$ cat config.mk
export PLATFORM = sky130hd
export DESIGN_NAME = mac_accum_stage
export DESIGN_NICKNAME = d
export VERILOG_FILES = /design/src/rtl/mac_accum_stage.sv
export SDC_FILE = /design/constraint.sdc
export NUM_CORES = 1
export LEC_CHECK = 0
export CORE_AREA = 2 2 182 184
export CTS_CLUSTER_DIAMETER = 200
export DETAILED_ROUTE_END_ITERATION = 8
export DIE_AREA = 0 0 184 186
export PLACE_DENSITY_LB_ADDON = 0.08
export SLEW_MARGIN = 20
export SYNTH_ARGS = -nofsm -noshare
export SYNTH_HDL_FRONTEND = slang
export SYNTH_SLANG_ARGS = --single-unit
$ cat constraint.sdc
create_clock -name clk -period 4.4 [get_ports clk]
set_input_delay 0.88 -clock clk [delete_from_list [all_inputs] [get_ports clk]]
set_output_delay 0.88 -clock clk [all_outputs]
set_load 0.05 [all_outputs]
$ cat src/rtl/mac_accum_stage.sv
// mac_accum_stage: accumulates a stream of 64-bit multiplier products into a
// wide running sum and hands the group result downstream when the group ends.
//
// Ports:
//   clk        single clock, all state on rising edge
//   rst        synchronous active-high reset
//   in_valid   product beat available
//   in_ready   stage can accept a beat (low while a result is pending)
//   in_res     64-bit product (signed or unsigned per SIGNED)
//   in_last    accepted beat closes the current group
//   out_valid  group result available
//   out_ready  consumer accepts the result
//   out_sum    accumulated sum of the group (ACC_W bits)
//   out_count  number of beats in the group (CNT_W bits)
//   out_ovf    at least one add in the group overflowed
//
// A group also closes by itself when its beat count reaches 2^CNT_W-1.
module mac_accum_stage #(
  parameter int unsigned ACC_W  = 72,
  parameter int unsigned CNT_W  = 16,
  parameter bit          SIGNED = 1'b1,
  parameter bit          SAT    = 1'b0
) (
  input  logic             clk,
  input  logic             rst,
  input  logic             in_valid,
  output logic             in_ready,
  input  logic [63:0]      in_res,
  input  logic             in_last,
  output logic             out_valid,
  input  logic             out_ready,
  output logic [ACC_W-1:0] out_sum,
  output logic [CNT_W-1:0] out_count,
  output logic             out_ovf
);

  typedef enum logic {
    S_ACC  = 1'b0,
    S_HOLD = 1'b1
  } state_t;

  state_t           state;
  logic [ACC_W-1:0] acc;
  logic [CNT_W-1:0] count;
  logic             ovf;

  logic [ACC_W-1:0] ext;
  logic [ACC_W-1:0] sum_wrap;
  logic [ACC_W-1:0] sat_val;
  logic [ACC_W-1:0] acc_nxt;
  logic [CNT_W-1:0] count_nxt;
  logic             carry;
  logic             add_ovf;
  logic             ovf_nxt;
  logic             close;
  logic             accept;

  // Next accumulator value, overflow detection and group-close decision
  always_comb begin
    ext       = '0;
    sum_wrap  = '0;
    carry     = 1'b0;
    add_ovf   = 1'b0;
    sat_val   = '1;
    acc_nxt   = '0;
    ovf_nxt   = 1'b0;
    count_nxt = '0;
    close     = 1'b0;

    if (SIGNED) begin
      ext = ACC_W'($signed(in_res));
    end else begin
      ext = ACC_W'(in_res);
    end

    {carry, sum_wrap} = {1'b0, acc} + {1'b0, ext};

    if (SIGNED) begin
      add_ovf = (acc[ACC_W-1] == ext[ACC_W-1]) && (sum_wrap[ACC_W-1] != acc[ACC_W-1]);
      // Signed overflow only happens with equal operand signs, so acc's sign picks the rail
      sat_val = acc[ACC_W-1] ? {1'b1, {(ACC_W-1){1'b0}}} : {1'b0, {(ACC_W-1){1'b1}}};
    end else begin
      add_ovf = carry;
      sat_val = '1;
    end

    acc_nxt   = (SAT && add_ovf) ? sat_val : sum_wrap;
    ovf_nxt   = ovf | add_ovf;
    count_nxt = count + CNT_W'(1);
    // All-ones count is the forced-flush point
    close     = in_last || (count_nxt == {CNT_W{1'b1}});
  end

  assign accept = in_valid & in_ready;

  // Two-state control: accumulate beats, then hold the result until taken
  always_ff @(posedge clk) begin
    if (rst) begin
      state     <= S_ACC;
      acc       <= '0;
      count     <= '0;
      ovf       <= 1'b0;
      in_ready  <= 1'b1;
      out_valid <= 1'b0;
      out_sum   <= '0;
      out_count <= '0;
      out_ovf   <= 1'b0;
    end else begin
      case (state)
        S_ACC: begin
          if (accept) begin
            acc   <= acc_nxt;
            count <= count_nxt;
            ovf   <= ovf_nxt;
            if (close) begin
              state     <= S_HOLD;
              in_ready  <= 1'b0;
              out_valid <= 1'b1;
              out_sum   <= acc_nxt;
              out_count <= count_nxt;
              out_ovf   <= ovf_nxt;
            end
          end
        end
        S_HOLD: begin
          if (out_ready) begin
            state     <= S_ACC;
            in_ready  <= 1'b1;
            out_valid <= 1'b0;
            acc       <= '0;
            count     <= '0;
            ovf       <= 1'b0;
          end
        end
        default: begin
          state <= S_ACC;
        end
      endcase
    end
  end

endmodule

==> results of run 1 <==
[sequential cells by signal (all words and copies together) (netlist names)]
signal,flops
out_valid,1
out_ovf,1
count,16
out_count,16
ovf,1
state,1
out_sum,72
acc,72
in_ready,1
[report_power, final]
group          switching (uW)  total, uW  internal, uW
sequential               98.2       1900          1800
combinational            1300       2110           811
clock                     775       1530           750
[worst reg2reg max path, cell delays in order (launching register included)]
cell	delay, ns
dfxtp_1	0.34
ha_1	0.17
inv_1	0.06
fa_1	0.38
nand2b_1	0.19
buf_4	0.14
a2111o_1	0.38
a31oi_2	0.22
o21ai_2	0.12
o31ai_4	0.30
a22o_4	0.18
o22ai_2	0.08
or2_4	0.27
o31ai_4	0.18
xor2_1	0.12
a22o_1	0.24
[layer usage]
metal | routed length (um) | track usage, %
met1 | 17400 | 28.2
met2 | 15900 | 33.9
met3 | 1100 | 3.48
met4 | 516 | 5.25
met5 | 0 | 0
[cells in the final DEF, fill, tap and decap left out, types with 7 or more instances in the layout]
cell,n
nand2_1,233
inv_1,26
nor3_1,19
clkbuf_16,17
a22o_1,30
nor2b_1,7
xnor2_1,51
a21o_1,43
a31oi_1,22
nor2_1,97
nand4_1,26
buf_4,59
and3_1,18
o21ai_0,46
o21bai_1,23
ha_1,73
nand3_1,65
a21oi_1,195
o21a_1,8
xor2_1,33
or3_1,8
dfxtp_1,181
o211ai_1,10
nand2b_1,8
clkdlybuf4s50_1,158
a211oi_1,23
[cell type report]
class	instances	area, um^2	share of cell area, %
Clock buffer	17	425	3.06
Tap cell	408	510	3.67
Timing Repair Buffer	219	2060	14.8
Inverter	26	97.6	0.702
Multi-Input combinational cell	1136	7050	50.7
Clock inverter	15	136	0.980
Sequential cell	181	3620	26.1
[cells in the mapped netlist (all sizes together), types with 33 or more instances]
cell	number	share of area, %
nand2	234	7.8
a21oi	197	8.9
dfxtp	181	32
nor2	102	3.5
ha	73	8.2
nand3	66	3.0
clkbuf	61	2.0
o21ai	51	2.4
xnor2	51	4.0
a21o	43	2.9
buf	36	1.9
xor2	33	2.6
[how the worst min path moves through the flow]
stage / startpoint / endpoint / slack [ns] / depth (start not counted)
after global placement: out_sum[18] / out_sum[18] / 0.44 / 2
after global routing: out_sum[60] / out_sum[60] / 0.48 / 2
after detailed placement: acc[47] / acc[47] / 0.44 / 2
after CTS: acc[47] / acc[47] / 0.46 / 2
final: out_sum[59] / out_sum[59] / 0.45 / 2
after floorplan: acc[47] / acc[47] / 0.43 / 2
[metrics by stage]
| stage | instances | setup WS (ns) | hold WS (ns) | power [uW] | utilization (%) |
|---|---|---|---|---|---|
| 2_1_floorplan | 1440 | 0.652 | 0.426 | 3370 | - |
| 3_3_place_gp | 1970 | -0.0589 | 0.444 | 4050 | 41.4 |
| 3_5_place_dp | 1970 | -0.134 | 0.445 | 4040 | 41.4 |
| 4_1_cts | 2002 | 0.336 | 0.457 | 5590 | 43.2 |
| 5_1_grt | 2002 | 0.0586 | 0.476 | 5880 | 43.2 |
| 6_report | 2002 | 0.355 | 0.453 | 5530 | 43.2 |
[cells by family after synthesis]
group | after synthesis | synth area share [%]
muxes | 1 | 0.0894
DFF | 181 | 32.4
and+or+nand+nor | 520 | 21.3
xor gates and xnor gates | 84 | 6.57
adders and majority gates | 74 | 8.34
AOI/OAI and AO/OA | 457 | 26.4
buffers and inverters | 123 | 4.84
==> metrics.md, run 1 <==
| Metric | Value |
|---|---|
| Critical path depth | 16 |
| Total global-route track usage | 20.7% |
| Detailed Place HPWL | 25.7 mm |
| Resized cells post-CTS | 0 |
| Final Skew | 0.0205 ns |
| Fraction of layout cells with a size suffix above 1 | 8.03% |
| CTS root buf | clkbuf_16 |
| Worst Setup EP | out_sum[66] |
| Number of buffers added on ports | 159 |
| Longest Clk Path Bufs | 2 |
| Final WL | 34.9 mm |
| Post-route setup TNS | 0 ns |
| Initial DRC count | 536 |
| FF-to-FF Start | acc[0] |
| CTS tree | yes |
| Leakage | 0.00561 uW |
| Max-Cap Viols | 0 |
| ANT cells | 0 |
| Most frequent CP cell | o31ai_4 |
| Number of remaining DRC errors | 0 |
| Total CTS buffers | 17 |
| Clk pin slew, worst setup/hold paths | 0.07 ns |
| Synth Flop Type | dfxtp_1 |
| Ports | 160 |
| Routability cong. | 0.905 |
| Die X | 184 um |
| Type of the worst setup path | in2reg |
| VDD IR max | 0.274 mV |
| Slowest stage cell on the critical path | clkdlybuf4s50_1 |
| Synth cell types | 78 |
| Wire per inst | 17.4 um |
| Initial core utilization | 34.8% |
| Post-synth EDFFs | 0 |
| Power Density | 398 nW/um^2 |
| Worst slew pin tran | 0.717 ns |
| RSZ-0062 raised after global routing | no |
| Die height | 186 um |
| Final design area excluding fillers | 13,900 um^2 |
| Syn_area_per_cell | 7.77 um^2 |
| Setup Fix Bufs, Post-CTS | 0 |
| Number of global-route vias before repair | 10,500 |
| Layout fillers | 3,361 |
| Setup-failing EPs final | 0 |
| Cells after synthesis | 1,440 |
| Nets@finish | 1,724 |
| Worst skew pair latency | 0.46 ns |
| Asr flop ratio synth | 0% |
| Worst Setup SP | in_res[0] |
| DRT antenna net count | 0 |
| First-pass GRT wire length | 55.8 mm |
| Worst EP required | 4.75 ns |
| Placed inst area | 13,300 um^2 |
| Tmin final | 4.04 ns |
| Status | finished, final reports clean |
| Reg-to-reg slack, setup | 0.91 ns |
| Die area | 34,200 um^2 |
| Syn Nets | 1,583 |
| Max-slew violation count | 0 |
| Final hold vios | 0 |
| CP arrival | 4.39 ns |
| Vias/cell | 5.31 |
| Crit path buf inv count | 3 |
| Period utilisation layout | 91.9% |
| Synthesized cell area | 11,200 um^2 |
| Crit-path max FO | 3 |
| CP Cell Sequence | clkdlybuf4s50_1 > ha_1 > inv_1 > fa_1 > nand2b_1 > buf_4 > a2111o_1 > a31oi_2 > o21ai_2 > o31ai_4 > a22o_4 > o22ai_2 > or2_4 > o31ai_4 > xor2_1 > a22o_1 |
| CP top delay family | compound AO/OA/AOI/OAI gates |
| Crit start category | primary input |
| R2R cell count | 15 |
| Yosys reg bits | 181 |
| Area growth syn-to-layout | 24.3% |
| GRT overflow | 0 |
| H-tree depth | 4 |
| Slew Limit Headroom | 52.2% |
| Num Clock Sinks | 181 |
| Hold Crit Class | reg2reg |
| Initial antenna violation count | 0 |
| Max Freq | 0.247 GHz |
| Drt pass-1 iters | 5 |
| CP endpoint kind | register |
| Sequential area share after synthesis | 32.4% |
| Core area | 32,200 um^2 |
| Reg-to-Reg End | out_sum[66] |
| Slowest Stage Delay on Critical Path | 0.46 ns |
| Post-CTS Hold Fix Bufs | 0 |
| Vias | 10,600 |
| Yosys Warn Count | 0 |
| Row cnt | 66 |
| Largest net degree at the start of global routing | 64 |
(Power assumes the default switching activity.)
==> inputs of run 2 (changes only) <==
Settings changed: CORE_AREA 2 2 182 184 to 2 2 197 199, DIE_AREA 0 0 184 186 to 0 0 199 201, SLEW_MARGIN 20 to default.
==> metrics.md, run 2 (synthesis gave the netlist of run 1 again) <==
| Metric | Value |
|---|---|
| Number of buffers added on ports | 159 (unchanged) |
| Max Freq | 0.243 GHz (-1.8%) |
| Longest Clk Path Bufs | 2 (unchanged) |
| Crit start category | primary input |
| Die X | 199 um (+8.2%) |
| Slew Limit Headroom | 52.6% (+0.43 points) |
| Die area | 40,000 um^2 (+17%) |
| Routability cong. | 0.866 (-4.3%) |
| CP arrival | 4.47 ns (+0.08 ns) |
| Hold Crit Class | reg2reg |
| Number of global-route vias before repair | 10,800 (+3.3%) |
| CTS tree | yes |
| Crit-path max FO | 3 (unchanged) |
| Final WL | 38.0 mm (+8.9%) |
| Period utilisation layout | 93.6% (+1.7 points) |
| GRT overflow | 0 (unchanged) |
| Setup-failing EPs final | 0 (unchanged) |
| Total global-route track usage | 19.2% (-1.5 points) |
| Post-CTS Hold Fix Bufs | 0 (unchanged) |
| Vias/cell | 5.07 (-4.6%) |
| Worst Setup Slack, final | 0.281 ns (-0.0743 ns) |
| Wire per inst | 17.9 um (+2.6%) |
| Worst slew pin tran | 0.710 ns (-0.00691 ns) |
| Final Skew | 0.0147 ns (-0.00583 ns) |
| Layout fillers | 4,025 (+20%) |
| Slowest stage cell on the critical path | clkdlybuf4s50_1 |
| Initial DRC count | 565 (+5.4%) |
| Fraction of layout cells with a size suffix above 1 | 8.83% (+0.80 points) |
| ANT cells | 0 (unchanged) |
| Worst hold slack | 0.455 ns (+0.00161 ns) |
| H-tree depth | 4 (unchanged) |
| Initial antenna violation count | 0 (unchanged) |
| Largest net degree at the start of global routing | 98 (+53%) |
| Vias | 10,800 (+1.3%) |
| Nets@finish | 1,738 (+0.81%) |
| VDD IR max | 0.271 mV (-1.2%) |
| Hold wc startpoint | out_sum[51] |
| Total CTS buffers | 17 (unchanged) |
| DRT antenna net count | 0 (unchanged) |
| Setup Fix Bufs, Post-CTS | 0 (unchanged) |
| Commonest non-fill, non-tap cell in the layout | nand2_1 |
| Power Density | 396 nW/um^2 (-0.56%) |
| Post-route setup TNS | 0 ns (unchanged) |
| FF-to-FF Start | acc[0] |
| CP endpoint kind | register |
| End-of-flow core utilization | 37.1% (-6.1 points) |
| Drt pass-1 iters | 5 (unchanged) |
| Number of cells after detailed placement | 2,094 (+6.3%) |
| RSZ-0062 raised after global routing | no |
| Max-Cap Viols | 0 (unchanged) |
| Number of remaining DRC errors | 0 (unchanged) |
| Core area | 38,100 um^2 (+18%) |
| Pre-CTS WS | -0.187 ns (-0.0528 ns) |
| Status | finished, final reports clean |
| CTS root buf | clkbuf_16 |
| Type of the worst setup path | in2reg |
| Regs by FF count | acc (72), out_sum (72) |
| Worst EP required | 4.75 ns (about the same) |
| Resized cells post-CTS | 0 (unchanged) |
| Tmin final | 4.12 ns (+0.0743 ns) |
| Worst Setup SP | in_res[0] |
| Worst skew pair latency | 0.46 ns (about the same) |
| Initial core utilization | 29.4% (-5.4 points) |
| Final hold vios | 0 (unchanged) |
| Area growth syn-to-layout | 26.3% |
| Slowest Stage Delay on Critical Path | 0.46 ns (about the same) |
| CP Cell Sequence | clkdlybuf4s50_1 > ha_1 > inv_1 > fa_1 > nand2b_1 > a211oi_1 > o41ai_1 > a31oi_1 > o211ai_1 > a21oi_2 > o21ai_2 > o31a_1 > a221oi_2 > buf_4 > xor2_1 > a22o_1 |
| Die height | 201 um (+8.1%) |
| First-pass GRT wire length | 60.3 mm (+8.1%) |
| Leakage | 0.00567 uW (+1.0%) |
| Max-slew violation count | 0 (unchanged) |
| Clk pin slew, worst setup/hold paths | 0.07 ns (about the same) |
| Ports | 160 (unchanged) |
| Most frequent cells in the layout | nand2_1 (233), a21oi_1 (195), dfxtp_1 (181), clkdlybuf4s50_1 (158), nor2_1 (97) |
| Detailed Place HPWL | 27.5 mm (+7.1%) |
| Row cnt | 72 (+9.1%) |
| Num Clock Sinks | 181 (unchanged) |
| Final Non-Filler Cells | 2,126 (+6.2%) |
[run 2: cell count changes in the layout (fill, tap and decap cells not counted), moves of 2 or more]
cell and delta:
clkinvlp_4 +3, clkinv_4 -2, clkinv_2 +4, inv_8 -4, inv_6 -2, buf_4 +15
[run 2: worst paths after layout]
kind	slack, ns	to	depth (start not counted)
hold reg to reg	0.45	out_sum[51]	2
hold / removal	0.45	out_sum[51]	2
setup / recovery	0.28	acc[68]	16
setup reg to reg	0.81	acc[68]	15
[run 2: critical path, delay by kind of cell]
kind / cells / cell delay (ns)
xor+xnor: 1 / 0.05
fa+ha+maj: 2 / 0.54
simple gates: 1 / 0.18
buf+inv: 3 / 0.67
compound gates: 9 / 2.16
[run 2: report_power, final]
part           switching [uW]  total (uW)  internal, uW  leakage, uW
Combinational            1330        2160           833      0.00392
Clock                     745        1530           781     0.000266
Sequential                103        1910          1810      0.00148
[run 2: metrics by stage]
stage	instance area, um^2	total power, uW
floorplan	11200	3370
global placement	13600	4110
finish	14100	5590
global route	14100	5930
CTS	14100	5650
detailed placement	13600	4110
[run 2: area by class of cell]
| class | count | area, um^2 | area share [%] |
|---|---|---|---|
| Clock buffer | 17 | 425 | 3.01 |
| Timing Repair Buffer | 233 | 2160 | 15.3 |
| Sequential cell | 181 | 3620 | 25.6 |
| Clock inverter | 15 | 129 | 0.912 |
| Multi-Input combinational cell | 1136 | 7060 | 49.9 |
| Inverter | 26 | 97.6 | 0.690 |
| Tap cell | 518 | 648 | 4.58 |
[run 2: routing by layer]
| metal | global-route usage [%] | vias to the layer above | part of all wire [%] |
|---|---|---|---|
| met3 | 2.76 | 20 | 3.0 |
| li1 | - | 5465 | - |
| met1 | 26.8 | 5099 | 50 |
| met5 | 0 | - | 0 |
| met4 | 3.68 | 0 | 0.80 |
| met2 | 31.5 | 185 | 46 |
==> inputs of run 3 (changes only) <==
Settings changed: SETUP_SLACK_MARGIN from default to 0.02.
==> metrics.md, run 3 (synthesis gave the netlist of run 1 again) <==
| Metric | Value |
|---|---|
| CP endpoint kind | register |
| Tmin final | 4.07 ns (-0.0521 ns) |
| Die height | 201 um (unchanged) |
| Hold wc startpoint | out_sum[51] |
| Vias | 10,800 (-0.15%) |
| Most frequent cells in the layout | nand2_1 (233), a21oi_1 (195), dfxtp_1 (181), clkdlybuf4s50_1 (158), nor2_1 (97) |
| CTS tree | yes |
| Crit path buf inv count | 3 (unchanged) |
| ANT cells | 0 (unchanged) |
| CP arrival | 4.41 ns (-0.06 ns) |
| H-tree depth | 4 (unchanged) |
| Initial DRC count | 568 (+0.53%) |
| CP Cell Sequence | clkdlybuf4s50_1 > ha_1 > inv_1 > fa_1 > nand2b_1 > a211oi_1 > o41ai_1 > a31oi_1 > o211ai_1 > a21oi_2 > o21ai_2 > o31a_1 > a221oi_2 > buf_4 > xor2_1 > a22o_1 |
| Slowest Stage Delay on Critical Path | 0.46 ns (about the same) |
| Reg-to-Reg End | out_sum[39] |
| Die area | 40,000 um^2 (unchanged) |
| Wire per inst | 17.9 um (about the same) |
| Number of remaining DRC errors | 0 (unchanged) |
| RSZ-0062 raised after global routing | no |
| Overall Power | 5590 uW (about the same) |
| Status | finished, final reports clean |
| Max-Cap Viols | 0 (unchanged) |
| Area growth syn-to-layout | 26.3% (unchanged) |
| Final WL | 38.1 mm (about the same) |
| Fraction of layout cells with a size suffix above 1 | 8.83% (unchanged) |
| Final hold vios | 0 (unchanged) |
| DRT antenna net count | 0 (unchanged) |
| Final Skew | 0.0151 ns (+0.000484 ns) |
| Placed inst area | 13,600 um^2 (unchanged) |
| Slowest stage cell on the critical path | clkdlybuf4s50_1 |
| Worst slew pin tran | 0.709 ns (-0.00194 ns) |
| Worst EP required | 4.75 ns (about the same) |
| Crit-path max FO | 3 (unchanged) |
| Hold Crit Class | reg2reg |
| Final design area excluding fillers | 14,100 um^2 (unchanged) |
| VDD IR max | 0.271 mV (about the same) |
| Initial core utilization | 29.4% (unchanged) |
| Detailed Place HPWL | 27.5 mm (unchanged) |
| Post-route setup TNS | 0 ns (unchanged) |
| Post-CTS Hold Fix Bufs | 0 (unchanged) |
| Power Density | 396 nW/um^2 (about the same) |
| Longest Clk Path Bufs | 2 (unchanged) |
| Worst skew pair latency | 0.46 ns (about the same) |
| R2R cell count | 12 (-3) |
| First-pass GRT wire length | 60.3 mm (unchanged) |
| Reg-to-reg slack, setup | 0.82 ns (about the same) |
| Layout fillers | 4,025 (unchanged) |
| Total global-route track usage | 19.2% (unchanged) |
| Hold path depth | 2 (unchanged) |
| Max-slew violation count | 0 (unchanged) |
| GRT overflow | 0 (unchanged) |
| Largest net degree at the start of global routing | 98 (unchanged) |
| Slew Limit Headroom | 52.7% (+0.13 points) |
| CTS root buf | clkbuf_16 |
| Type of the worst setup path | in2reg |
| Regs by FF count | acc (72), out_sum (72) |
| Num Clock Sinks | 181 (unchanged) |
| Critical path depth | 16 (unchanged) |
| Core area | 38,100 um^2 (unchanged) |
| Number of global-route vias before repair | 10,800 (unchanged) |
| FF-to-FF Start | count[0] |
| Leakage | 0.00567 uW (unchanged) |
| Clk pin slew, worst setup/hold paths | 0.07 ns (about the same) |
| Ports | 160 (unchanged) |
| Period utilisation layout | 92.4% (-1.2 points) |
| Row cnt | 72 (unchanged) |
| Nets@finish | 1,738 (unchanged) |
| Die X | 199 um (unchanged) |
| CP top delay family | compound AO/OA/AOI/OAI gates |
| Crit start category | primary input |
| Total CTS buffers | 17 (unchanged) |
| Drt pass-1 iters | 5 (unchanged) |
| Commonest non-fill, non-tap cell in the layout | nand2_1 |
| Vias/cell | 5.06 (-0.15%) |
| Number of buffers added on ports | 159 (unchanged) |
| Setup-failing EPs final | 0 (unchanged) |
| Routability cong. | 0.866 (unchanged) |
| Max Freq | 0.246 GHz (+1.3%) |
| Initial antenna violation count | 0 (unchanged) |
| Hold path endpoint | out_sum[51] |
run 3: per-layer routing:
metal	vias up	part of all wire [%]	global-route usage, %
met5	-	0	0
met4	0	0.79	3.68
met3	20	3.0	2.76
met2	183	46	31.5
met1	5085	50	26.8
li1	5465	-	-
run 3: worst min-delay path, stage by stage (launching register included):
cell and delay, ns:
dfxtp_1 0.31, nand2_1 0.05, a21oi_1 0.05
run 3: repair_timing:
action,4_1_cts,5_1_grt
resized for setup,0,0
setup endpoints to repair,0,1
setup buffers,0,0
run 3: report_power, final:
group	total, uW	switching (uW)	internal (uW)
combinational	2160	1330	833
sequential	1910	102	1810
clock	1530	744	781
total	5590	2170	3420
run 3: how the worst max path moves through the flow:
stage | start | endpoint | slack (ns)
finish | in_res[0] | acc[68] | 0.33
global placement | in_res[0] | acc[68] | -0.09
global route | in_res[0] | acc[68] | 0.07
floorplan | in_res[0] | out_sum[68] | 0.65
detailed placement | in_res[0] | acc[68] | -0.19
CTS | in_res[0] | out_sum[68] | 0.31
run 3: through the flow:
step                      hold WS [ns]  worst slack, ns  instances  util, %
after floorplan                  0.426            0.652       1440        -
after global placement           0.446          -0.0864       2094     35.6
after detailed placement         0.443           -0.187       2094     35.6
after CTS                        0.455            0.310       2126     37.1
after global routing             0.478           0.0664       2126     37.1
final                            0.455            0.333       2126     37.1
run 3: cell type report:
type	instances	area [um^2]	area share (%)
sequential	181	3620	25.6
clock inverter	15	129	0.912
tap	518	648	4.58
clock buffer	17	425	3.01
multi-input combinational	1136	7060	49.9
inverter	26	97.6	0.690
timing repair buffer	233	2160	15.3
